===== src/rtl/tile_pkg.sv =====
// Shared constants for the tile renderer: grid geometry, tile-word layout,
// tile-state encoding and the colour palette.
package tile_pkg;

    localparam int GRID_COLS = 8;
    localparam int GRID_ROWS = 6;
    localparam int NUM_TILES = GRID_COLS * GRID_ROWS;

    // Tile word: [4:3] state, [2:0] face
    localparam int TILE_W       = 5;
    localparam int TW_STATE_MSB = 4;
    localparam int TW_STATE_LSB = 3;
    localparam int TW_FACE_MSB  = 2;
    localparam int TW_FACE_LSB  = 0;

    typedef enum logic [1:0] {
        ST_HIDDEN     = 2'd0,
        ST_REVEALED   = 2'd1,
        ST_MATCHED    = 2'd2,
        ST_HIDDEN_ALT = 2'd3
    } tile_state_e;

    localparam logic [23:0] COL_BLACK  = 24'h000000;
    localparam logic [23:0] COL_HIDDEN = 24'h404080;
    localparam logic [23:0] COL_BORDER = 24'h202020;
    localparam logic [23:0] COL_CURSOR = 24'hFFFFFF;

    function automatic logic [23:0] face_colour(input logic [2:0] face);
        logic [23:0] c;
        case (face)
            3'd0:    c = 24'hFF0000;
            3'd1:    c = 24'h00FF00;
            3'd2:    c = 24'h0000FF;
            3'd3:    c = 24'hFFFF00;
            3'd4:    c = 24'hFF00FF;
            3'd5:    c = 24'h00FFFF;
            3'd6:    c = 24'hFF8000;
            default: c = 24'h8000FF;
        endcase
        return c;
    endfunction

    // Matched tiles are drawn at a quarter of the palette brightness
    function automatic logic [23:0] dim_quarter(input logic [23:0] c);
        return {2'b00, c[23:18], 2'b00, c[15:10], 2'b00, c[7:2]};
    endfunction

endpackage


===== src/rtl/tile_renderer_if.sv =====
// Tile-write request channel from game logic into the renderer's write FIFO.
interface tile_renderer_if;

    // A write transfers on every clock edge where wr_valid && wr_ready are both
    // high; the master holds wr_addr/wr_data stable while wr_valid waits on ready.
    logic       wr_valid;
    logic       wr_ready;
    logic [5:0] wr_addr;
    logic [4:0] wr_data;

    modport master (output wr_valid, output wr_addr, output wr_data, input wr_ready);
    modport slave  (input wr_valid, input wr_addr, input wr_data, output wr_ready);

endinterface


===== src/rtl/tile_wr_fifo.sv =====
// Small synchronous FIFO with registered full/empty flags, async active-low reset.
module tile_wr_fifo #(
    parameter int WIDTH = 11,
    parameter int DEPTH = 4
) (
    input  logic             clk,
    input  logic             rst_n,
    input  logic             i_push,
    input  logic [WIDTH-1:0] i_data,
    input  logic             i_pop,
    output logic [WIDTH-1:0] o_data,
    output logic             o_full,
    output logic             o_empty
);

    localparam int AW = (DEPTH > 1) ? $clog2(DEPTH) : 1;
    localparam int CW = AW + 1;

    logic [WIDTH-1:0] r_mem [DEPTH];
    logic [AW-1:0]    r_wr_ptr, r_rd_ptr;
    logic [CW-1:0]    r_count;
    logic [CW-1:0]    w_count_nxt;
    logic             r_full, r_empty;
    logic             w_do_push, w_do_pop;

    // A push into a full FIFO is honoured only when a pop frees the slot that cycle
    assign w_do_push = i_push && (!r_full || i_pop);
    assign w_do_pop  = i_pop && !r_empty;

    always_comb begin
        w_count_nxt = r_count;
        case ({w_do_push, w_do_pop})
            2'b10:   w_count_nxt = r_count + CW'(1);
            2'b01:   w_count_nxt = r_count - CW'(1);
            default: w_count_nxt = r_count;
        endcase
    end

    always_ff @(posedge clk or negedge rst_n) begin
        if (!rst_n) begin
            r_wr_ptr <= '0;
            r_rd_ptr <= '0;
            r_count  <= '0;
            r_full   <= 1'b0;
            r_empty  <= 1'b1;
        end else begin
            if (w_do_push) r_wr_ptr <= r_wr_ptr + AW'(1);
            if (w_do_pop)  r_rd_ptr <= r_rd_ptr + AW'(1);
            r_count <= w_count_nxt;
            r_full  <= (w_count_nxt == CW'(DEPTH));
            r_empty <= (w_count_nxt == '0);
        end
    end

    always_ff @(posedge clk) begin
        if (w_do_push) r_mem[r_wr_ptr] <= i_data;
    end

    assign o_data  = r_mem[r_rd_ptr];
    assign o_full  = r_full;
    assign o_empty = r_empty;

endmodule


===== src/rtl/tile_renderer.sv =====
// Two-stage tile-grid pixel colour pipeline with a vsync-gated tile write FIFO.
// Optional feature macro: TILE_CURSOR_BLINK_EN (cursor border blinks every 16 frames).
module tile_renderer
    import tile_pkg::*;
#(
    parameter int GRID_X0    = 64,
    parameter int GRID_Y0    = 48,
    parameter int TILE_LOG2  = 6,
    parameter int BORDER_W   = 2,
    parameter int FIFO_DEPTH = 4
) (
    input  logic        vga_clock,
    input  logic        resetn,
    input  logic [9:0]  xCoord,
    input  logic [9:0]  yCoord,
    input  logic        visible,
    input  logic        VGA_VS,
    input  logic [2:0]  cursor_col,
    input  logic [2:0]  cursor_row,
    tile_renderer_if.slave wr,
    output logic [7:0]  VGA_R,
    output logic [7:0]  VGA_G,
    output logic [7:0]  VGA_B,
    output logic        frame_tick
);

    localparam int                   TILE_PX = 1 << TILE_LOG2;
    localparam logic [9:0]           X0      = 10'(GRID_X0);
    localparam logic [9:0]           Y0      = 10'(GRID_Y0);
    localparam logic [9:0]           GRID_W  = 10'(GRID_COLS * TILE_PX);
    localparam logic [9:0]           GRID_H  = 10'(GRID_ROWS * TILE_PX);
    localparam logic [TILE_LOG2-1:0] B_LO    = TILE_LOG2'(BORDER_W);
    localparam logic [TILE_LOG2-1:0] B_HI    = TILE_LOG2'(TILE_PX - BORDER_W);

    // ---------------- stage 1: grid geometry ----------------
    logic [9:0]           w_gx, w_gy;
    logic [TILE_LOG2-1:0] w_ox, w_oy;
    logic [2:0]           w_col, w_row;
    logic                 w_in_grid, w_border, w_cursor_hit;

    assign w_gx         = xCoord - X0;
    assign w_gy         = yCoord - Y0;
    assign w_ox         = w_gx[TILE_LOG2-1:0];
    assign w_oy         = w_gy[TILE_LOG2-1:0];
    assign w_col        = w_gx[TILE_LOG2 +: 3];
    assign w_row        = w_gy[TILE_LOG2 +: 3];
    assign w_in_grid    = (w_gx < GRID_W) && (w_gy < GRID_H);
    assign w_border     = (w_ox < B_LO) || (w_ox >= B_HI) || (w_oy < B_LO) || (w_oy >= B_HI);
    assign w_cursor_hit = (w_col == cursor_col) && (w_row == cursor_row);

    logic       r_in_grid, r_border, r_cursor;
    logic [5:0] r_addr;

    always_ff @(posedge vga_clock or negedge resetn) begin
        if (!resetn) begin
            r_in_grid <= 1'b0;
            r_border  <= 1'b0;
            r_cursor  <= 1'b0;
            r_addr    <= '0;
        end else begin
            r_in_grid <= w_in_grid;
            r_border  <= w_border;
            r_cursor  <= w_cursor_hit;
            r_addr    <= {w_row, w_col};
        end
    end

    // ---------------- write FIFO and tile RAM ----------------
    logic             w_push, w_pop, w_full, w_empty;
    logic [10:0]      w_fifo_q;
    logic [5:0]       w_pop_addr;
    logic [TILE_W-1:0] w_pop_data;

    assign w_push       = wr.wr_valid && wr.wr_ready;
    assign w_pop        = !VGA_VS && !w_empty;
    assign wr.wr_ready  = !w_full;
    assign w_pop_addr   = w_fifo_q[10:5];
    assign w_pop_data   = w_fifo_q[4:0];

    tile_wr_fifo #(
        .WIDTH (11),
        .DEPTH (FIFO_DEPTH)
    ) u_wr_fifo (
        .clk     (vga_clock),
        .rst_n   (resetn),
        .i_push  (w_push),
        .i_data  ({wr.wr_addr, wr.wr_data}),
        .i_pop   (w_pop),
        .o_data  (w_fifo_q),
        .o_full  (w_full),
        .o_empty (w_empty)
    );

    logic [TILE_W-1:0] r_ram [NUM_TILES];

    // Out-of-range addresses are consumed from the FIFO but never written
    always_ff @(posedge vga_clock or negedge resetn) begin
        if (!resetn) begin
            for (int i = 0; i < NUM_TILES; i++) r_ram[i] <= '0;
        end else if (w_pop && (w_pop_addr < 6'(NUM_TILES))) begin
            r_ram[w_pop_addr] <= w_pop_data;
        end
    end

    // ---------------- frame tick / blink ----------------
    logic r_vs_d, r_tick, w_blink_on;

    always_ff @(posedge vga_clock or negedge resetn) begin
        if (!resetn) begin
            r_vs_d <= 1'b0;
            r_tick <= 1'b0;
        end else begin
            r_vs_d <= VGA_VS;
            r_tick <= r_vs_d && !VGA_VS;
        end
    end

    assign frame_tick = r_tick;

`ifdef TILE_CURSOR_BLINK_EN
    logic [4:0] r_frame_cnt;

    always_ff @(posedge vga_clock or negedge resetn) begin
        if (!resetn)     r_frame_cnt <= '0;
        else if (r_tick) r_frame_cnt <= r_frame_cnt + 5'd1;
    end

    assign w_blink_on = !r_frame_cnt[4];
`else
    assign w_blink_on = 1'b1;
`endif

    // ---------------- stage 2: colour ----------------
    logic [TILE_W-1:0] w_tile;
    tile_state_e       w_state;
    logic [23:0]       w_face_rgb, w_rgb_nxt, r_rgb;

    assign w_tile     = (r_addr < 6'(NUM_TILES)) ? r_ram[r_addr] : '0;
    assign w_state    = tile_state_e'(w_tile[TW_STATE_MSB:TW_STATE_LSB]);
    assign w_face_rgb = face_colour(w_tile[TW_FACE_MSB:TW_FACE_LSB]);

    always_comb begin
        w_rgb_nxt = COL_BLACK;
        if (!r_in_grid) begin
            w_rgb_nxt = COL_BLACK;
        end else if (r_border && r_cursor && w_blink_on) begin
            w_rgb_nxt = COL_CURSOR;
        end else if (r_border) begin
            w_rgb_nxt = COL_BORDER;
        end else begin
            case (w_state)
                ST_REVEALED: w_rgb_nxt = w_face_rgb;
                ST_MATCHED:  w_rgb_nxt = dim_quarter(w_face_rgb);
                default:     w_rgb_nxt = COL_HIDDEN;
            endcase
        end
    end

    always_ff @(posedge vga_clock or negedge resetn) begin
        if (!resetn) r_rgb <= '0;
        else         r_rgb <= w_rgb_nxt;
    end

    // visible is already delayed to match this stage, so the blanking AND stays combinational
    assign {VGA_R, VGA_G, VGA_B} = r_rgb & {24{visible}};

endmodule

===== src/flat_wrapper.sv =====
// flat-port wrapper written by rule: the top's interface ports become plain ports
module tile_renderer_flat import tile_pkg::*;
#(
    parameter int GRID_X0    = 64,
    parameter int GRID_Y0    = 48,
    parameter int TILE_LOG2  = 6,
    parameter int BORDER_W   = 2,
    parameter int FIFO_DEPTH = 4
)
  (vga_clock, resetn, xCoord, yCoord, visible, VGA_VS, cursor_col, cursor_row, VGA_R, VGA_G, VGA_B, frame_tick, wr_wr_valid, wr_wr_addr, wr_wr_data, wr_wr_ready);
  tile_renderer_if wr_i ();
  input  logic vga_clock;
  input  logic resetn;
  input  logic [9:0] xCoord;
  input  logic [9:0] yCoord;
  input  logic visible;
  input  logic VGA_VS;
  input  logic [2:0] cursor_col;
  input  logic [2:0] cursor_row;
  output logic [7:0] VGA_R;
  output logic [7:0] VGA_G;
  output logic [7:0] VGA_B;
  output logic frame_tick;
  input wire logic [$bits(wr_i.wr_valid)-1:0] wr_wr_valid;
  input wire logic [$bits(wr_i.wr_addr)-1:0] wr_wr_addr;
  input wire logic [$bits(wr_i.wr_data)-1:0] wr_wr_data;
  output wire logic [$bits(wr_i.wr_ready)-1:0] wr_wr_ready;
  assign wr_i.wr_valid = wr_wr_valid;
  assign wr_i.wr_addr = wr_wr_addr;
  assign wr_i.wr_data = wr_wr_data;
  assign wr_wr_ready = wr_i.wr_ready;
  tile_renderer #(.GRID_X0(GRID_X0), .GRID_Y0(GRID_Y0), .TILE_LOG2(TILE_LOG2), .BORDER_W(BORDER_W), .FIFO_DEPTH(FIFO_DEPTH)) u_core (.vga_clock(vga_clock), .resetn(resetn), .xCoord(xCoord), .yCoord(yCoord), .visible(visible), .VGA_VS(VGA_VS), .cursor_col(cursor_col), .cursor_row(cursor_row), .wr(wr_i), .VGA_R(VGA_R), .VGA_G(VGA_G), .VGA_B(VGA_B), .frame_tick(frame_tick));
endmodule

===== config.mk =====
export PLATFORM = sky130hd
export DESIGN_NAME = tile_renderer_flat
export DESIGN_NICKNAME = d
export VERILOG_FILES = /design/src/rtl/tile_pkg.sv /design/src/rtl/tile_renderer_if.sv /design/src/rtl/tile_wr_fifo.sv /design/src/rtl/tile_renderer.sv /design/src/flat_wrapper.sv
export SDC_FILE = /design/constraint.sdc
export NUM_CORES = 1
export LEC_CHECK = 0
export BUFFER_PORTS_ARGS = -buffer_cell sky130_fd_sc_hd__buf_2
export CAP_MARGIN = 30
export CORE_MARGIN = 4
export CORE_UTILIZATION = 62
export CTS_CLUSTER_SIZE = 8
export DETAILED_ROUTE_END_ITERATION = 6
export HOLD_SLACK_MARGIN = 0.03
export PLACE_DENSITY = 0.8
export SLEW_MARGIN = 20
export SYNTH_ARGS = -nofsm -noshare
export SYNTH_HDL_FRONTEND = slang
export SYNTH_SLANG_ARGS = --single-unit

===== constraint.sdc =====
create_clock -name vga_clock -period 3.7 [get_ports vga_clock]
set_input_delay 0.37 -clock vga_clock [delete_from_list [all_inputs] [get_ports vga_clock]]
set_output_delay 0.37 -clock vga_clock [all_outputs]
set_load 0.05 [all_outputs]

Word-level counts from Yosys, hierarchy flattened

Memory sizes are Yosys's and may differ from the RTL's.
Index checks and enable logic that the tools add are counted.

Memories: 1
Output and inout bits: 26
Memory bits (read-only): 0
RAM bits: 44
Input port bits: 42
Latch bits: 0
Register bits: 284
Logic and storage cells: 128

$mul: 0
Reductions and logical operators: 19
Eq/ne operators: 13
Bitwise gates (word level): 3
Add/subtract/negate cells: 6
Mux-type cells: 15
Shift-type cells: 0
Magnitude comparators: 11
Div/mod/pow operators: 0

Memories:

| memory                 | words | bits a word | read ports | clocked after memory_dff | wr ports | line               | text |
|---|---|---|---|---|---|---|---|
| u_core.u_wr_fifo.r_mem | 4     | 11          | 1          | 0                        | 1        | tile_wr_fifo.sv:19 | `logic [WIDTH-1:0] r_mem [DEPTH];` |

Operators with widths:

| cell                                                                  | number |
|---|---|
| 240-bit bitwise mux                                                   | 1 |
| 24-bit one-hot mux with 7 select lines                                | 1 |
| 24-bit 2-to-1 mux                                                     | 3 |
| 24-bit one-hot mux with 2 select lines                                | 1 |
| 5-bit binary-select mux with 6-bit select                             | 1 |
| 5-bit demux with 6-bit select                                         | 1 |
| 24-bit bitwise AND                                                    | 1 |
| 5-bit 2-to-1 mux                                                      | 4 |
| 7-bit greater-or-equal comparator, second input constant              | 2 |
| 6-bit NOT with 7-bit output                                           | 2 |
| 3-bit equality test, second input constant                            | 4 |
| 6-bit greater-or-equal comparator, second input constant              | 2 |
| 6-bit by 2-bit < comparator with 1-bit output, second input constant  | 2 |
| 6-bit < comparator, second input constant                             | 2 |
| 1-bit logical AND                                                     | 10 |
| 10-bit < comparator, second input constant                            | 1 |
| 10-bit by 9-bit < comparator with 1-bit output, second input constant | 1 |
| 10-bit by 6-bit subtractor with 10-bit output, second input constant  | 1 |
| 10-bit by 7-bit subtractor with 10-bit output, second input constant  | 1 |
| 7-bit by 1-bit < comparator with 1-bit output, second input constant  | 1 |
| 3-bit by 2-bit equality test with 1-bit output, second input constant | 2 |
| 3-bit equality test                                                   | 2 |
| 3-bit zero test                                                       | 2 |
| 3-bit one-hot mux with 2 select lines                                 | 1 |
| 9 further kinds                                                       | 18 |

Longest topological paths before layout

Gate-level depths: netlist of run 1.

Word-level depth: 11
Depth in mapped cells: 15
Mapped depth without buffers: 11

Hierarchy

A second synthesis of run 1 with hierarchy kept.

Cell total of the unflattened synthesis: 986
Area total of the unflattened synthesis: 14682.8 um2

Modules (own cells, without submodules):

| module        | area an instance (um2) | times used | cells each |
|---|---|---|---|
| tile_renderer | 12583.3                | 1          | 882 |
| tile_wr_fifo  | 2099.5                 | 1          | 104 |

Worst setup path after synthesis of run 1

No wires, ideal clock.

Path kind: flip-flop to flip-flop
Start: reg u_core.r_addr[0]
End: reg u_core.r_rgb[13]
Setup slack: 506 ps
Stages on the path, launching flop included: 12
Arrival: 3117 ps
Library setup time: 77 ps
Required time: 3623 ps
Cells stage by stage: dfrtp_1 buf_6 buf_12 buf_12 buf_2 mux4_2 mux4_2 mux2i_1 o22ai_1 ha_1 o41a_1 a21oi_1

Word-level cells in the longest chain between the ends: 11
Elaborated cells on any way between the ends: 20
Classes of those cells: 1 x order compare; 8 x eq/ne; 9 x mux; 1 x bitwise; 1 x reduce/logical

RTL lines:

| element                                             | line                 | text |
|---|---|---|
| start: declaration                                  | tile_renderer.sv:52  | `logic [5:0] r_addr;` |
| start signal: assignment                            | tile_renderer.sv:64  | `r_addr <= {w_row, w_col};` |
| 6-bit NOT with 7-bit output (implied by the code)   | tile_renderer.sv:138 | `assign w_tile = (r_addr < 6'(NUM_TILES)) ? r_ram[r_addr] : '0;` |
| 5-bit binary-select mux with 6-bit select           | tile_renderer.sv:138 |  |
| 5-bit 2-to-1 mux (implied by the code) (2 in a row) | tile_renderer.sv:138 |  |
| 5-bit 2-to-1 mux (*)                                | tile_renderer.sv:138 |  |
| 3-bit equality test, or another cell as far along   | tile_pkg.sv:30       | `case (face)` |
| 24-bit one-hot mux with 7 select lines              | tile_pkg.sv:30       |  |
| 24-bit one-hot mux with 2 select lines (*)          | tile_renderer.sv:151 | `case (w_state)` |
| 24-bit 2-to-1 mux (*)                               | tile_renderer.sv:148 | `end else if (r_border) begin` |
| 24-bit 2-to-1 mux (*)                               | tile_renderer.sv:146 | `end else if (r_border && r_cursor && w_blink_on) begin` |
| 24-bit 2-to-1 mux (*)                               | tile_renderer.sv:144 | `if (!r_in_grid) begin` |
| via u_core.w_rgb_nxt[13]                            | tile_renderer.sv:136 | `logic [23:0] w_face_rgb, w_rgb_nxt, r_rgb;` |
| end signal: assignment                              | tile_renderer.sv:161 | `else r_rgb <= w_rgb_nxt;` |
| end: declaration                                    | tile_renderer.sv:136 |  |

Mark *: on every way through the listed nets, which the timed path passes. The rest lies on a longest branch. The select of a mux whose other input is x is not followed.
A chain may end at the register's enable or synchronous reset.

Final worst setup path of run 1

Ends and elaborated chain as after synthesis.

==> qor_table.md, run 1 <==
| Parameter | This run | Unit |
|---|---|---|
| Time the worst path needs with I/O delays and setup | 3430 | ps |
| LEAKAGE | 7.65 | nW |
| Number of hold violations in the final report | 0 | - |
| Number of nets in the synthesized netlist | 997 | - |
| Sequential element share of the synthesized area | 55.8 | % |
| Number of cells upsized or downsized after cts | 0 | - |
| Final clock period utilization by the worst path | 92.7 | % |
| Setup TNS | 0 | ps |
| Iteration-0 DRC count of the detailed router | 590 | - |
| Total setup violations reported at the end of the flow | 0 | - |
| Cell Chain, Critical Path | buf_12 > mux4_2 > mux4_2 > mux2i_1 > o22ai_1 > ha_1 > o41a_1 > a21oi_1 | - |
| Async S/R FF share, synth | 86.1 | % |
| Antenna cells | 0 | - |
| Worst vdd rail ir drop | 770 | uV |
| Die area | 0.0260 | sq mm |
| Worst Setup End Kind | flop | - |
| Cell area after layout | 0.0165 | sq mm |
| Area share of the leading cell type in the synthesized netlist | 46.6 | % |
| Result of the run | complete, no violations | - |
| Number of cells on the worst reg-to-reg path | 8 | - |
| GRT Residual Overflow | 0 | - |
| Max Clk Rate | 292 | MHz |
| Std-Cell Core Area | 0.0228 | sq mm |
| Clock buffer count from CTS | 45 | - |
| Number of instances in the synthesized netlist | 946 | - |
| Area after detailed placement | 0.0151 | sq mm |
| Number of distinct standard cells referenced by the synthesized netlist | 58 | - |
| Number of warning messages in the yosys log | 0 | - |
| Vias per inst | 6.19 | - |
| Std cell rows | 55 | - |
| Number of synthesized flops with an enable pin | 44 | - |
| CP Max Fanout | 15 | - |
| Start of the worst register-to-register path | u_core.r_addr[0] | - |
| Cell at the root of the clock tree | clkbuf_16 | - |
| Unrepaired setup endpoints after global routing | false | - |
| Critical Setup Path Class | flop to flop | - |
| Skew final | 21.3 | ps |
| Worst-skew pair later-pin latency | 550 | ps |
| Data required time at the worst endpoint | 4160 | ps |
| H-tree Lvls | 2 | - |
| Startpoint of the tightest hold check path | xCoord[1] | - |
| Pin slew with the least headroom to its limit | 939 | ps |
| Overall fraction of global-route tracks in use | 24.9 | % |
| Largest net degree at the start of global routing | 103 | - |
| Fraction of final layout cells with drive strength greater than 1 | 42.2 | % |
| Post-layout nets | 1,067 | - |
| Number of remaining DRC errors | 0 | - |
| Clock sink count | 316 | - |
| Final antenna-violating net count | 0 | - |
| Total detailed-routing wirelength | 31,300 | um |
| Total I/O pin count | 68 | - |
| Overall die height | 161 | um |
| Wire length per cell after detailed routing | 23.2 | um |
| Cell count of the worst hold path | 2 | - |
| Relative slew slack | 35.8 | % |
| HPWL reported at the end of detailed placement | 19,700 | um |
| Mapped Avg Cell Area | 15.4 | sq um |
| Number of maximum-capacitance violations | 0 | - |
| Reg2reg end | u_core.r_rgb[13] | - |
| Arr. time, crit path | 3890 | ps |
| Worst setup slack for register-to-register paths | 270 | ps |
| Seq cells post-synth | 316 | - |
| Total vias in the final route | 8,344 | - |
| Cell types occupying the most area after synthesis | dfrtp_1, mux2_2, edfxtp_1 | - |
| Area of the mapped netlist | 0.0146 | sq mm |
| Clock edge transition at the registers on the reported setup and hold paths | 50 | ps |
| Critical path startpoint category | flop | - |
| Dominant cell type by count on the critical path | mux4_2 | - |
| Vias in the first global route | 9,043 | - |
| Die X | 161 | um |
| Master of the slowest instance on the critical path | dfrtp_4 | - |
| Routability Congestion | 0.831 | - |
| Hold EP | u_core.r_border | - |
| Buffers added on ports | 65 | - |
| Slew Viols, Final | 0 | - |
| Top flip-flop cell by instance count after synthesis | dfrtp_1 | - |
| First-pass iteration count of the detailed router | 5 | - |
| Pwr per Cell Area | 772 | mW/mm^2 |
| Clock tree from TritonCTS | built | - |
| Class of the tightest hold or removal check | input port to flop | - |
| Largest stage delay on the critical path | 570 | ps |
| Clock tree buffer depth | 3 | - |
| Initial Util | 63.7 | % |
| Wire length of the first global-routing pass | 50,300 | um |
| Largest area contributor in the synthesized netlist | dfrtp_1 | - |
| Area growth, synth to finish | 13.1 | % |
| Number of antenna violations at the first check in global routing | 0 | - |
-- cell type report --
type	count	area (sq um)
Fill cell	1435	6370
Multi-Input combinational cell	547	6000
Inverter	14	52.6
Clock buffer	62	1190
Clock inverter	4	90.1
Timing Repair Buffer	92	618
Sequential cell	316	8130
Tap cell	313	392
-- synth_stat cells (all sizes together) (5+ instances only) --
| cell type | instances |
|---|---|
| clkbuf | 43 |
| a22oi | 8 |
| dfrtp | 271 |
| xor2 | 13 |
| and3 | 6 |
| nor2 | 25 |
| and2 | 22 |
| nor3 | 9 |
| ha | 8 |
| mux4 | 75 |
| mux2i | 7 |
| nand3b | 5 |
| nor3b | 5 |
| mux2 | 243 |
| o21ai | 9 |
| buf | 26 |
| xnor2 | 7 |
| a21oi | 8 |
| nand2 | 47 |
| edfxtp | 44 |
| nor2b | 9 |
| o22ai | 7 |
| inv | 14 |
-- state kept, by name, summed over array words and instances (netlist names) --
register,flops
u_core.r_ram,240
u_core.u_wr_fifo.r_mem,44
u_core.r_rgb,12
u_core.r_addr,6
u_core.u_wr_fifo.r_count,3
u_core.u_wr_fifo.r_rd_ptr,2
u_core.u_wr_fifo.r_wr_ptr,2
u_core.frame_tick,1
u_core.r_border,1
u_core.r_cursor,1
u_core.r_in_grid,1
u_core.r_vs_d,1
u_core.u_wr_fifo.o_empty,1
u_core.u_wr_fifo.o_full,1
-- layer usage --
layer / up-vias / wire length [um] / track usage [%]
met2: 222 / 16400 / 43.4
met3: 67 / 1250 / 3.44
met5: - / 0 / 0
li1: 3657 / - / -
met4: 0 / 807 / 8.38
met1: 4398 / 12800 / 32.6
-- through the flow --
stage | hold WS (ps) | total power [W] | worst slack, ps | util, % | cells
2_1_floorplan | 74.4 | 0.00788 | 506 | - | 946
3_3_place_gp | 384 | 0.00867 | 334 | 66.0 | 1272
3_5_place_dp | 385 | 0.00888 | 301 | 66.0 | 1272
4_1_cts | 31.0 | 0.0127 | 299 | 72.0 | 1347
5_1_grt | 38.7 | 0.0134 | 112 | 72.1 | 1348
6_report | 49.7 | 0.0127 | 272 | 72.1 | 1348
-- what timing repair did --
action / 4_1_cts / 5_1_grt
hold endpoints to repair: 99 / 0
buffers inserted: 0 / 0
hold buffers: 9 / 0
-- how the worst max path moves through the flow --
stage / startpoint / cells after the start / end
floorplan: u_core.r_addr[0] / 11 / u_core.r_rgb[13]
global placement: u_core.r_addr[0] / 8 / u_core.r_rgb[13]
detailed placement: u_core.r_addr[0] / 8 / u_core.r_rgb[13]
CTS: u_core.r_addr[0] / 8 / u_core.r_rgb[13]
global route: u_core.r_addr[0] / 8 / u_core.r_rgb[13]
finish: u_core.r_addr[0] / 8 / u_core.r_rgb[13]
-- cells in the final DEF (no fill, tap or decap), drive strengths merged, types with 5 or more instances in the layout --
cell,count
o21ai,9
xnor2,7
mux4,75
nand3b,5
xor2,13
inv,17
nor3b,5
mux2i,7
edfxtp,44
a21oi,8
dfrtp,271
and2,22
o22ai,7
a22oi,8
and3,6
buf,83
clkbuf,62
dlygate4sd3,9
nor3,9
nor2b,9
nor2,25
mux2,243
ha,8
nand2,47
-- critical path: cells and delay by family, from the launching register on --
family | cells | cell delay [ps]
muxes | 3 | 1330
AOI/OAI and AO/OA | 3 | 810
DFF | 1 | 570
adders and majority gates | 1 | 410
buffers and inverters | 1 | 220
-- cells by family after synthesis --
family	Yosys count	share of synthesized area, %
buf+inv	83	2.99
mux	325	31.5
xor+xnor	20	1.20
simple gates	147	5.44
compound gates	46	2.17
fa+ha+maj	9	0.825
flops	316	55.8
-- report_power, final --
group	internal [W]	total (W)	leakage, nW	switching [W]
sequential	0.00473	0.00537	4.04	0.000645
combinational	0.00178	0.00357	2.99	0.00179
clock	0.00230	0.00377	0.618	0.00147
total	0.00881	0.0127	7.65	0.00391
Note: power is estimated with default switching activity, not from simulation.
==> run 2: changes to the inputs <==
Settings changed: HOLD_SLACK_MARGIN 0.03 to 0.12, RECOVER_POWER from default to 25.
==> run 2 against run 1 <==
Against the previous run:
- the flow now finishes with violations (capacitance limit, slew limit)
- combinational power is essentially flat
- cell count grew 0.96%
- first-iteration DRC count grew 4.7%
- core utilization grew 0.43 points
- via count grew 1.7%
- critical path type unchanged
- global-route usage grew 0.13 points
- sequential cell count is the same
- count of clock-buffer cells in the layout is the same
==> qor_table.md, run 2 (same netlist as run 1, synthesis figures left out) <==
| Parameter | This run | Unit | Change |
|---|---|---|---|
| Time the worst path needs with I/O delays and setup | 3440 | ps | +6.83 ps |
| Flip-flop count of the largest register after layout | 240 | - | unchanged |
| LEAKAGE | 7.66 | nW | +0.11% |
| GRT Residual Overflow | 0 | - | unchanged |
| Clock sink count | 316 | - | unchanged |
| Total internal power | 0.00881 | W | about the same |
| Total I/O pin count | 68 | - | unchanged |
| Setup TNS | 0 | ps | unchanged |
| Number of remaining DRC errors | 0 | - | unchanged |
| Fraction of final layout cells with drive strength greater than 1 | 40.2 | % | -2.1 points |
| Clock tree from TritonCTS | built | - |  |
| Pwr per Cell Area | 768 | mW/mm^2 | -0.56% |
| Switching portion of total power | 30.7 | % | about the same |
| Pin slew with the least headroom to its limit | 2000 | ps | +1060 ps |
| Class of the tightest hold or removal check | input port to flop | - |  |
| Top library cells by usage in the layout, fill and taps aside | dfrtp_1, mux2_2, mux4_2, buf_2, nand2_1 | - |  |
| First-pass iteration count of the detailed router | 5 | - | unchanged |
| Total setup violations reported at the end of the flow | 0 | - | unchanged |
| Final clock period utilization by the worst path | 92.8 | % | +0.18 points |
| Iteration-0 DRC count of the detailed router | 618 | - | +4.7% |
| Number of antenna violations at the first check in global routing | 0 | - | unchanged |
| Result of the run | finished with violations | - |  |
| Worst-skew pair later-pin latency | 560 | ps | about the same |
| Worst Setup End Kind | flop | - |  |
| Vias per inst | 6.24 | - | +0.77% |
| Comb pwr share | 28.1 | % | about the same |
| Commonest non-fill, non-tap cell in the layout | dfrtp_1 | - |  |
| Clock tree buffer depth | 3 | - | unchanged |
| Violations in the final reports | capacitance limit, slew limit | - |  |
| Std cell rows | 55 | - | unchanged |
| Total power | 0.0127 | W | about the same |
| Slew Viols, Final | 79 | - | +79 |
| Wire length of the first global-routing pass | 50,600 | um | +0.67% |
| Antenna cells | 0 | - | unchanged |
| Buffers added on ports | 65 | - | unchanged |
| Critical path startpoint category | flop | - |  |
| Post-layout nets | 1,080 | - | +1.2% |
| Unrepaired setup endpoints after global routing | false | - |  |
| Biggest regs | u_core.r_ram x240, u_core.u_wr_fifo.r_mem x44, u_core.r_rgb x12 | - |  |
| Die area | 0.0260 | sq mm | unchanged |
| Final antenna-violating net count | 0 | - | unchanged |
| Overall fraction of global-route tracks in use | 25.0 | % | +0.13 points |
| Std-Cell Core Area | 0.0228 | sq mm | unchanged |
| Die X | 161 | um | unchanged |
| Max Clk Rate | 291 | MHz | -0.20% |
| Number of maximum-capacitance violations | 1 | - | +1 |
| Skew final | 23.2 | ps | +1.96 ps |
| Cell at the root of the clock tree | clkbuf_16 | - |  |
| Clock edge transition at the registers on the reported setup and hold paths | 50 | ps | about the same |
| HPWL reported at the end of detailed placement | 19,700 | um | unchanged |
| Clock network fraction of design power | 29.7 | % | about the same |
| Largest register by flop count | u_core.r_ram | - |  |
| Number of hold violations in the final report | 0 | - | unchanged |
| Area growth, synth to finish | 13.8 | % |  |
| Total vias in the final route | 8,489 | - | +1.7% |
| Worst vdd rail ir drop | 767 | uV | -0.35% |
| Largest net degree at the start of global routing | 103 | - | unchanged |
| CP Max Fanout | 15 | - | unchanged |
| Clock buffer count from CTS | 45 | - | unchanged |
| Data required time at the worst endpoint | 4170 | ps | about the same |
| Seq pwr share | 42.3 | % | about the same |
| Critical Setup Path Class | flop to flop | - |  |
| Total detailed-routing wirelength | 31,400 | um | +0.45% |
| Arr. time, crit path | 3900 | ps | about the same |
| Wire length per cell after detailed routing | 23.1 | um | -0.51% |
| Vias in the first global route | 9,140 | - | +1.1% |
| Initial Util | 63.7 | % | unchanged |
| Relative slew slack | -33.5 | % | -69 points |
| Overall die height | 161 | um | unchanged |
| Routability Congestion | 0.831 | - | unchanged |
| Net switching power | 0.00391 | W | about the same |
| H-tree Lvls | 2 | - | unchanged |
-- run 2: cell types whose count changed in the layout (fill, tap and decap cells not counted) --
cell,delta
buf_2,-15
clkbuf_1,+16
clkbuf_2,+1
buf_4,-1
buf_8,-1
dlygate4sd3_1,+13
-- run 2: power by group through the flow --
stage / Clock [W] / Sequential (W) / Combinational [W]
after floorplan: 0 / 0.00511 / 0.00277
after global placement: 0 / 0.00531 / 0.00337
after detailed placement: 0 / 0.00539 / 0.00349
after CTS: 0.00383 / 0.00536 / 0.00356
after global routing: 0.00401 / 0.00549 / 0.00387
final: 0.00377 / 0.00538 / 0.00357
-- run 2: critical path, cell delays in order (launching register included) --
cell     delay [ps]
dfrtp_4         560
buf_12          220
mux4_2          520
mux4_2          520
mux2i_1         290
o22ai_1         200
ha_1            410
o41a_1          460
a21oi_1         150
-- run 2: path summary, 6_finish.rpt --
check | start | endpoint | slack, ps | cells past startpoint
worst max-delay path | u_core.r_addr[0] | u_core.r_rgb[13] | 260 | 8
worst min-delay path | cursor_row[1] | u_core.r_cursor | 150 | 3
worst max register to register | u_core.r_addr[0] | u_core.r_rgb[13] | 260 | 8
worst min register to register | u_core.r_vs_d | u_core.frame_tick | 470 | 1
max in group asynchronous | resetn | u_core.r_addr[0] | 1320 | 2
min in group asynchronous | resetn | u_core.r_rgb[14] | 940 | 2
-- run 2: through the flow --
stage                     hold slack, ps  worst slack (ps)  cell area (sq um)  instances  utilization [%]
final                                147               265              16600       1361             72.5
after global routing                 166               112              16600       1361             72.5
after CTS                            131               299              16600       1360             72.5
after detailed placement             385               301              15100       1272             66.0
after global placement               384               334              15100       1272             66.0
after floorplan                     74.4               506              14600        946                -
-- run 2: area by class of cell --
type | count | area [sq um]
Clock buffer | 62 | 1190
Clock inverter | 4 | 90.1
Fill cell | 1430 | 6280
Inverter | 14 | 52.6
Multi-Input combinational cell | 547 | 6000
Sequential cell | 316 | 8130
Tap cell | 313 | 392
Timing Repair Buffer | 105 | 716
-- run 2: metal layers --
layer  track usage [%]  routed length, um  vias up
met5                 0                  0        -
met4              8.45                856        0
met3              3.44               1390       74
met2              43.7              16400      263
met1              32.7              12700     4467
li1                  -                  -     3685
-- run 2: repair_timing --
action / in CTS / in global routing
endpoints found under the setup margin: 0 / 0
hold buffers: 22 / 0
resized for setup: 0 / 0
endpoints found under the hold margin: 131 / 0
setup buffers: 0 / 0
==> run 3: changes to the inputs <==
Settings changed: BUFFER_PORTS_ARGS -buffer_cell sky130_fd_sc_hd__buf_2 to -buffer_cell sky130_fd_sc_hd__buf_4, CORE_UTILIZATION 62 to 31, PLACE_DENSITY 0.8 to default.
==> run 3 against run 2 <==
Against the previous run:
- critical path type unchanged
- count of clock-buffer cells in the layout is 5 lower
- cell count increased by 22%
- largest power group unchanged
- combinational power rose by 5%
- hold slack worse by 7.9 ps
- clock skew grew 7.6 ps
- wire length is 2.7% higher
- global-route usage down 12 points
- the run still ends with capacitance limit, slew limit left
- sequential power down 1%
- critical path depth rose by 1
- core utilization down 36 points
==> qor_table.md, run 3 (same netlist as run 1, synthesis figures left out) <==
| Parameter | This run | Unit | Change |
|---|---|---|---|
| Total vias in the final route | 8,244 | - | -2.9% |
| Number of remaining DRC errors | 0 | - | unchanged |
| Worst-skew pair later-pin latency | 550 | ps | about the same |
| Die area | 0.0505 | sq mm | +94% |
| Final clock period utilization by the worst path | 89.8 | % | -3.0 points |
| Top library cells by usage in the layout, fill and taps aside | dfrtp_1, mux2_2, buf_4 | - |  |
| First-pass iteration count of the detailed router | 4 | - | -1 |
| Total of fill cells in the finished design | 4,393 | - | +210% |
| Largest net degree at the start of global routing | 97 | - | -5.8% |
| Max Clk Rate | 301 | MHz | +3.4% |
| Data required time at the worst endpoint | 4160 | ps | about the same |
| Relative slew slack | -67.2 | % | -34 points |
| Iteration-0 DRC count of the detailed router | 442 | - | -28% |
| Number of antenna violations at the first check in global routing | 0 | - | unchanged |
| Wire length per cell after detailed routing | 19.5 | um | -15% |
| Multi-input gate area | 0.00600 | sq mm | unchanged |
| Post-layout nets | 1,086 | - | +0.56% |
| Final Hold Slack | 139 | ps | -7.88 ps |
| Commonest non-fill, non-tap cell in the layout | dfrtp_1 | - |  |
| Violations in the final reports | capacitance limit, slew limit | - |  |
| H-tree Lvls | 2 | - | unchanged |
| Area growth, synth to finish | 17.4 | % |  |
| Overall fraction of global-route tracks in use | 13.0 | % | -12 points |
| Std-Cell Core Area | 0.0465 | sq mm | +100% |
| LEAKAGE | 7.70 | nW | +0.55% |
| Reg2reg end | u_core.r_rgb[13] | - |  |
| Start of the worst register-to-register path | u_core.r_addr[0] | - |  |
| Die X | 225 | um | +39% |
| Unrepaired setup endpoints after global routing | false | - |  |
| Arr. time, crit path | 3790 | ps | -110 ps |
| Flip-flop count of the largest register after layout | 240 | - | unchanged |
| GRT Residual Overflow | 0 | - | unchanged |
| Clock edge transition at the registers on the reported setup and hold paths | 50 | ps | about the same |
| Number of cells on the worst reg-to-reg path | 9 | - | +1 |
| CP Max Fanout | 16 | - | +1 |
| Worst Setup End Kind | flop | - |  |
| Worst vdd rail ir drop | 441 | uV | -42% |
| Class of the tightest hold or removal check | input port to flop | - |  |
| Startpoint of the tightest hold check path | cursor_col[2] | - |  |
| Buffers inserted during post-CTS setup optimization | 0 | - | unchanged |
| Total I/O pin count | 68 | - | unchanged |
| Antenna cells | 0 | - | unchanged |
| Overall die height | 225 | um | +39% |
| Std cell rows | 79 | - | +44% |
| Vias in the first global route | 8,901 | - | -2.6% |
| Largest register by flop count | u_core.r_ram | - |  |
| Worst setup slack for register-to-register paths | 380 | ps | +110 ps |
| Critical path startpoint category | flop | - |  |
| Hold EP | u_core.r_cursor | - |  |
| Number of maximum-capacitance violations | 1 | - | unchanged |
| Setup TNS | 0 | ps | unchanged |
| Clock tree buffer depth | 3 | - | unchanged |
| Routability Congestion | 0.790 | - | -4.9% |
| HPWL reported at the end of detailed placement | 20,900 | um | +6.5% |
| Critical Setup Path Class | flop to flop | - |  |
| Biggest regs | u_core.r_ram x240, u_core.u_wr_fifo.r_mem x44, u_core.r_rgb x12 | - |  |
| Number of hold violations in the final report | 0 | - | unchanged |
| Clock sink count | 316 | - | unchanged |
| Clock tree from TritonCTS | built | - |  |
| Final antenna-violating net count | 0 | - | unchanged |
| Time the worst path needs with I/O delays and setup | 3320 | ps | -112 ps |
| Initial Util | 31.3 | % | -32 points |
| Register area | 0.00813 | sq mm | unchanged |
| Fraction of final layout cells with drive strength greater than 1 | 40.6 | % | +0.42 points |
| Pwr per Cell Area | 743 | mW/mm^2 | -3.2% |
| Skew final | 30.8 | ps | +7.59 ps |
| Cell at the root of the clock tree | clkbuf_16 | - |  |
| Pin slew with the least headroom to its limit | 2510 | ps | +506 ps |
| Cell count of the worst hold path | 4 | - | +1 |
| Number of cells upsized or downsized after cts | 0 | - | unchanged |
| Clock buffer count from CTS | 45 | - | unchanged |
| Slew Viols, Final | 95 | - | +20% |
| Total detailed-routing wirelength | 32,300 | um | +2.7% |
| Total power | 0.0127 | W | -0.14% |
| Vias per inst | 4.98 | - | -20% |
| Wire length of the first global-routing pass | 51,700 | um | +2.0% |
| Result of the run | finished with violations | - |  |
| Buffers added on ports | 65 | - | unchanged |
| Total setup violations reported at the end of the flow | 0 | - | unchanged |
-- run 3: changes by cell type in the layout (fill, tap and decap cells not counted), sizes merged --
| cell | previous run | this run |
|---|---|---|
| buf | 66 | 70 |
| clkbuf | 79 | 76 |
| inv | 17 | 14 |
| clkinv | 0 | 2 |
| bufinv | 1 | 0 |
-- run 3: power by group --
part | switching, W | total, W | internal (W)
logic | 0.00184 | 0.00376 | 0.00192
clock network | 0.00141 | 0.00362 | 0.00221
registers | 0.000589 | 0.00532 | 0.00473
-- run 3: what timing repair did --
action / in CTS / in global routing
endpoints found under the setup margin: 0 / 0
hold buffers: 22 / 0
hold endpoints to repair: 145 / 0
-- run 3: worst max-delay path: stages, from the launching register on --
cell and delay [ps]:
dfrtp_4 510, buf_12 210, mux4_2 520, mux4_2 530
mux2i_1 290, o22a_1 240, ha_1 280, nor2_1 100
o41a_1 390, a21oi_1 160
-- run 3: routing by layer --
metal  part of all wire [%]  global-route usage [%]  routed length (um)
met1                     45                    17.9               14700
met3                    4.1                    2.34                1310
met2                     48                    21.3               15500
met4                    2.4                    4.03                 784
met5                      0                       0                   0
-- run 3: worst max-delay path by stage --
stage               depth (start not counted)             start  slack [ps]                to
global placement                            8  u_core.r_addr[0]         390  u_core.r_rgb[13]
finish                                      9  u_core.r_addr[0]         380  u_core.r_rgb[13]
floorplan                                  11  u_core.r_addr[0]         510  u_core.r_rgb[13]
detailed placement                          9  u_core.r_addr[0]         380  u_core.r_rgb[13]
global route                                9  u_core.r_addr[0]         220  u_core.r_rgb[13]
CTS                                         9  u_core.r_addr[0]         360  u_core.r_rgb[13]
-- run 3: layout make-up --
| type | count | share of cell area [%] |
|---|---|---|
| Clock buffer | 57 | 6.97 |
| Timing Repair Buffer | 111 | 5.52 |
| Inverter | 14 | 0.307 |
| Tap cell | 607 | 4.44 |
| Clock inverter | 2 | 0.124 |
| Sequential cell | 316 | 47.6 |
| Multi-Input combinational cell | 547 | 35.1 |
-- run 3: stage by stage --
stage	setup slack (ps)	cell area (sq um)	utilization (%)	instances
after global routing	224	17100	36.8	1654
after detailed placement	380	15600	33.6	1568
after global placement	391	15600	33.6	1568
after CTS	361	17100	36.7	1649
final	377	17100	36.8	1654
after floorplan	506	14600	-	946
